--- src/rtl/control_sequencer.sv ---
// Hardwired Moore control unit: fetch (T0-T2), decode, and per-class execute
// steps (T3-T7) that drive every datapath strobe from the current state.
module control_sequencer #(
  parameter int OPW         = 5,
  parameter int MEM_TIMEOUT = 15
) (
  input  logic           clk,
  input  logic           clr,
  input  logic [31:0]    ir,
  input  logic           mem_ready,
  output logic           PCout,
  output logic           MARin,
  output logic           IncPC,
  output logic           PCin,
  output logic           Read,
  output logic           Write,
  output logic           MDRin,
  output logic           MDRout,
  output logic           IRin,
  output logic           Yin,
  output logic           ZHIin,
  output logic           ZLOin,
  output logic           ZHighout,
  output logic           ZLowout,
  output logic           HIin,
  output logic           LOin,
  output logic           Cout,
  output logic           Gra,
  output logic           Grb,
  output logic           Grc,
  output logic           Rin,
  output logic           Rout,
  output logic           BAout,
  output logic [OPW-1:0] operation,
  output logic           run,
  output logic           illegal_op,
  output logic           mem_err
);

  localparam int CW = $clog2(MEM_TIMEOUT + 1);

  localparam logic [4:0] FETCH0  = 5'd0,  FETCH1  = 5'd1,  FETCH2  = 5'd2,
                         DECODE  = 5'd3,  A2_T3   = 5'd4,  A2_T4   = 5'd5,
                         A2_T5   = 5'd6,  MD_T3   = 5'd7,  MD_T4   = 5'd8,
                         MD_T5   = 5'd9,  MD_T6   = 5'd10, A1_T3   = 5'd11,
                         A1_T4   = 5'd12, LD_T3   = 5'd13, LD_T4   = 5'd14,
                         LD_T5   = 5'd15, LD_T6   = 5'd16, LD_T7   = 5'd17,
                         ST_T3   = 5'd18, ST_T4   = 5'd19, ST_T5   = 5'd20,
                         ST_T6   = 5'd21, ST_T7   = 5'd22, ILLEGAL = 5'd23,
                         HALT    = 5'd24;

  typedef struct packed {
    logic pc_out, mar_in, inc_pc, pc_in, rd, wr, mdr_in, mdr_out, ir_in;
    logic y_in, zhi_in, zlo_in, zhigh_out, zlow_out, hi_in, lo_in, c_out;
    logic gra, grb, grc, r_in, r_out, ba_out;
  } strobes_t;

  logic [4:0]     state, state_nx;
  logic [4:0]     opcode;
  logic [CW-1:0]  wait_cnt;
  logic [OPW-1:0] op_q, op_dec;
  logic           in_wait, timeout, ill_dec;
  logic           unused_ir_bits;
  strobes_t       s, g;

  assign opcode         = ir[31:27];
  assign unused_ir_bits = ^ir[26:0];

  always_comb begin
    in_wait = state inside {FETCH1, LD_T6, ST_T7};
    timeout = in_wait && !mem_ready && (wait_cnt == CW'(MEM_TIMEOUT - 1));
  end

  always_comb begin
    state_nx = state;
    case (state)
      FETCH0:  state_nx = FETCH1;
      FETCH1:  if (mem_ready) state_nx = FETCH2; else if (timeout) state_nx = HALT;
      FETCH2:  state_nx = DECODE;
      DECODE: begin
        case (opcode)
          5'b00011, 5'b00100, 5'b00101, 5'b00110,
          5'b00111, 5'b01000, 5'b01001, 5'b01010: state_nx = A2_T3;
          5'b01110, 5'b01111:                     state_nx = MD_T3;
          5'b10000, 5'b10001:                     state_nx = A1_T3;
          5'b00000:                               state_nx = LD_T3;
          5'b00010:                               state_nx = ST_T3;
          5'b11010:                               state_nx = FETCH0;
          5'b11011:                               state_nx = HALT;
          default:                                state_nx = ILLEGAL;
        endcase
      end
      A2_T3:   state_nx = A2_T4;
      A2_T4:   state_nx = A2_T5;
      MD_T3:   state_nx = MD_T4;
      MD_T4:   state_nx = MD_T5;
      MD_T5:   state_nx = MD_T6;
      A1_T3:   state_nx = A1_T4;
      LD_T3:   state_nx = LD_T4;
      LD_T4:   state_nx = LD_T5;
      LD_T5:   state_nx = LD_T6;
      LD_T6:   if (mem_ready) state_nx = LD_T7; else if (timeout) state_nx = HALT;
      ST_T3:   state_nx = ST_T4;
      ST_T4:   state_nx = ST_T5;
      ST_T5:   state_nx = ST_T6;
      ST_T6:   state_nx = ST_T7;
      ST_T7:   if (mem_ready) state_nx = FETCH0; else if (timeout) state_nx = HALT;
      HALT:    state_nx = HALT;
      default: state_nx = FETCH0;
    endcase
  end

  // Opcode is captured at DECODE so the ALU code comes from state alone.
  always_ff @(posedge clk or negedge clr) begin
    if (!clr) begin
      state    <= FETCH0;
      wait_cnt <= '0;
      op_q     <= '0;
      mem_err  <= 1'b0;
    end else begin
      state    <= state_nx;
      wait_cnt <= (in_wait && !mem_ready) ? wait_cnt + CW'(1) : '0;
      if (state == DECODE) op_q <= OPW'(opcode);
      mem_err  <= mem_err | timeout;
    end
  end

  always_comb begin
    s       = '0;
    op_dec  = '0;
    ill_dec = 1'b0;
    case (state)
      FETCH0:  begin s.pc_out = 1'b1; s.mar_in = 1'b1; s.inc_pc = 1'b1; s.zlo_in = 1'b1; end
      FETCH1:  begin s.zlow_out = 1'b1; s.pc_in = 1'b1; s.rd = 1'b1; s.mdr_in = 1'b1; end
      FETCH2:  begin s.mdr_out = 1'b1; s.ir_in = 1'b1; end
      A2_T3, MD_T3: begin s.grb = 1'b1; s.r_out = 1'b1; s.y_in = 1'b1; end
      A2_T4, MD_T4: begin
        s.grc = 1'b1; s.r_out = 1'b1; s.zlo_in = 1'b1; op_dec = op_q;
        s.zhi_in = (state == MD_T4);
      end
      A2_T5, A1_T4: begin s.zlow_out = 1'b1; s.gra = 1'b1; s.r_in = 1'b1; end
      MD_T5:   begin s.zlow_out = 1'b1; s.lo_in = 1'b1; end
      MD_T6:   begin s.zhigh_out = 1'b1; s.hi_in = 1'b1; end
      A1_T3:   begin s.grb = 1'b1; s.r_out = 1'b1; s.zlo_in = 1'b1; op_dec = op_q; end
      LD_T3, ST_T3: begin s.grb = 1'b1; s.ba_out = 1'b1; s.y_in = 1'b1; end
      LD_T4, ST_T4: begin s.c_out = 1'b1; s.zlo_in = 1'b1; op_dec = OPW'(5'b00011); end
      LD_T5, ST_T5: begin s.zlow_out = 1'b1; s.mar_in = 1'b1; end
      LD_T6:   begin s.rd = 1'b1; s.mdr_in = 1'b1; end
      LD_T7:   begin s.mdr_out = 1'b1; s.gra = 1'b1; s.r_in = 1'b1; end
      ST_T6:   begin s.gra = 1'b1; s.r_out = 1'b1; s.mdr_in = 1'b1; end
      ST_T7:   s.wr = 1'b1;
      ILLEGAL: ill_dec = 1'b1;
      default: ;
    endcase
  end

  // Strobes are ANDed with clr so FETCH0's decode never shows during reset.
  assign g          = clr ? s : '0;
  assign operation  = clr ? op_dec : '0;
  assign illegal_op = clr & ill_dec;
  assign run        = (state != HALT);

  assign PCout    = g.pc_out;    assign MARin   = g.mar_in;   assign IncPC  = g.inc_pc;
  assign PCin     = g.pc_in;     assign Read    = g.rd;       assign Write  = g.wr;
  assign MDRin    = g.mdr_in;    assign MDRout  = g.mdr_out;  assign IRin   = g.ir_in;
  assign Yin      = g.y_in;      assign ZHIin   = g.zhi_in;   assign ZLOin  = g.zlo_in;
  assign ZHighout = g.zhigh_out; assign ZLowout = g.zlow_out; assign HIin   = g.hi_in;
  assign LOin     = g.lo_in;     assign Cout    = g.c_out;    assign Gra    = g.gra;
  assign Grb      = g.grb;       assign Grc     = g.grc;      assign Rin    = g.r_in;
  assign Rout     = g.r_out;     assign BAout   = g.ba_out;

endmodule
--- config.mk ---
export PLATFORM = sky130hd
export DESIGN_NAME = control_sequencer
export DESIGN_NICKNAME = d
export VERILOG_FILES = /design/src/rtl/control_sequencer.sv
export SDC_FILE = /design/constraint.sdc
export NUM_CORES = 1
export LEC_CHECK = 0
export ABC_AREA = 1
export ABC_CLOCK_PERIOD_IN_PS = 4260
export CELL_PAD_IN_SITES_DETAIL_PLACEMENT = 0
export CELL_PAD_IN_SITES_GLOBAL_PLACEMENT = 1
export CORE_MARGIN = 2
export CORE_UTILIZATION = 29
export CTS_CLUSTER_SIZE = 16
export DETAILED_ROUTE_END_ITERATION = 8
export PLACE_DENSITY = 0.95
export SLEW_MARGIN = 10
export SYNTH_ARGS = -nofsm -noshare
export SYNTH_HDL_FRONTEND = slang
export SYNTH_SLANG_ARGS = --single-unit
--- constraint.sdc ---
create_clock -name clk -period 4.26 [get_ports clk]
set_input_delay 0.639 -clock clk [delete_from_list [all_inputs] [get_ports clk]]
set_output_delay 0.639 -clock clk [all_outputs]
set_load 0.05 [all_outputs]
==> metrics.txt <==
crit path time final 3460 ps; Max Cap Viol 0; Syn Nets about 260; Post-Syn Area around 1400 um2; fmax 289 MHz; commonest non-fill, non-tap cell in the layout nand2_1; Placed Instance Area between 1500 and 2000 um2; setup TNS 0 ps; vias around 1,500; H-tree depth 1; Worst Path Class, Setup input pin to primary output; Layout area overhead 32.6%; top-area cell type share of the netlist area 0.269; Crit. End Element primary output; RSZ-0062 raised after global routing no; pin count of the biggest net entering global routing 22; first-pass GRT wire length approximately 6 mm; status finished clean; WL/cell between 10 and 15 um; # IOs between 60 and 70; Post-Synthesis Cells 218; Main synth FF type dfrtp_1; Register Area around 380 um2; fin util 0.394; max_slew headroom 0.595; DR DRC count 0; critical path startpoint category input pin; most frequent cells in the layout nand2_1, clkdlybuf4s50_1, nor2_1; NumNets Final slightly below 300; Power Density between 500 and 600 nW/um2; Synth Register Bits 15; Unique masters post-synth 30; CTS resizes 0; worst hold path type register to register; root buffer cell clkbuf_8; Clock Path Buffers 2; Setup violations, final 0; CP Max Fanout 21; Post-DP HPWL roughly 2.9 mm; Clock Latency Late Sink between 200 and 250 ps; Rows 25; Die Width 73.4 um; top area cells in the synthesized netlist dfrtp_1, nand2_1, nor2_1; Die ar. 5380 um2; area of the multi-input gates roughly 870 um2; Core ar. approximately 4700 um2; routability cong. 0.911; Hold-fix buffers, CTS 0; Required @ worst endpoint ~3600 ps; Finished Cell Area around 1900 um2; number of port buffers 38; share of cells above drive strength 1 0.125; Post-synth EDFFs 0; Peak VDD IR around 0.18 mV; worst hold slack ~470 ps; Final Skew about 3.5 ps; Fillers 510; Die Ht between 70 and 80 um; worst slew pin tran 606 ps; Lkg Pwr around 0.91 nW; gr usage total 0.136; GRT overflow 0; DR vias/cell 4.76; vias in the first global route roughly 1,300; ant diodes 0; largest area contributor in the synthesized netlist dfrtp_1; Post-CTS Setup Bufs 0; Reg clk slew, reported paths approximately 60 ps; Synth Warn # 0; CTS sink cnt 15; Final Cycle Share 0.812; Antenna Nets Post-Route 0; initial antenna violation count 0; Async SR Flop Fraction 1.00; share of the yosys chip area belonging to registers 0.269; CTS Buf Count 3; Final Slew Violations 0; initial DRC count a little over 100; final WL 3.52 mm; Starting Density 0.297; Final Hold Viols 0; syn_area_per_cell 6.40 um2; CTS tree yes; Pre-Repair DR Iteration Count 4; Critical Path AT about 2800 ps
-- stage by stage --
step | power (mW) | instances | worst slack (ps)
CTS | 1.06 | 309 | 747
global route | 1.14 | 309 | 547
floorplan | 0.755 | 218 | 677
global placement | 0.941 | 305 | 777
finish | 1.06 | 309 | 800
detailed placement | 0.947 | 305 | 749
-- area by class of cell --
| type | count | area share |
|---|---|---|
| clock buffer | 4 | 0.0243 |
| inverter | 31 | 0.0629 |
| multi-input combinational | 166 | 0.471 |
| sequential | 15 | 0.203 |
| tap | 54 | 0.0365 |
| timing repair buffer | 39 | 0.203 |
-- synth_stat cells, types with 2 or more instances --
cell	number
nand2_1	55
clkbuf_1	2
nand2_2	6
nand3_1	11
nor2_2	4
a41oi_1	2
ha_1	5
inv_1	28
a21oi_1	10
nand3_2	3
inv_2	3
nor2_1	32
dfrtp_1	15
buf_2	2
a31oi_1	2
o211ai_1	4
buf_4	2
nand4_1	3
o21ai_0	13
nor2_4	4
nor3_1	3
-- path summary, 6_finish.rpt --
check,slack (ps),cells after the start,end,start
min in group asynchronous,720,2,state[0],clr
setup / recovery,800,7,operation[4],clr
hold / removal,470,1,mem_err,mem_err
hold reg to reg,470,1,mem_err,mem_err
setup reg to reg,2430,7,state[0],state[4]
max in group asynchronous,3340,2,state[2],clr
-- cells by family (layout without fill, tap and decap cells) --
| group | Yosys count | after routing | synth area share |
|---|---|---|---|
| AND/OR/NAND/NOR | 125 | 125 | 0.424 |
| buffers and inverters | 37 | 74 | 0.107 |
| AO/OA/AOI/OAI | 34 | 34 | 0.143 |
| flip-flops | 15 | 15 | 0.269 |
| adder cells (fa/ha/maj) | 5 | 5 | 0.0448 |
| XOR/XNOR | 2 | 2 | 0.0126 |
-- power breakdown --
group | switching (mW) | internal, mW
clock network | 0.0456 | 0.0661
registers | 0.0606 | 0.190
logic | 0.480 | 0.213
-- sequential cells by signal, summed over array words and instances (netlist names) --
signal    flops
op_q          5
state         5
mem_err       1
wait_cnt      4
-- critical path, stage by stage --
cell	delay [ps]
clkdlybuf4s50_1	450
buf_4	250
inv_1	320
nor2_4	240
nand2_1	70
inv_1	50
clkdlybuf4s50_1	790
-- metal layers --
| layer | up-vias | global-route usage | share of wire |
|---|---|---|---|
| met3 | 2 | 0.0137 | 0.049 |
| met1 | 655 | 0.184 | 0.48 |
| met2 | 42 | 0.233 | 0.46 |
| met5 | - | 0 | 0 |
| met4 | 0 | 0.0303 | 0.0040 |
| li1 | 773 | - | - |
No activity file was read; power rests on OpenSTA's default activity.
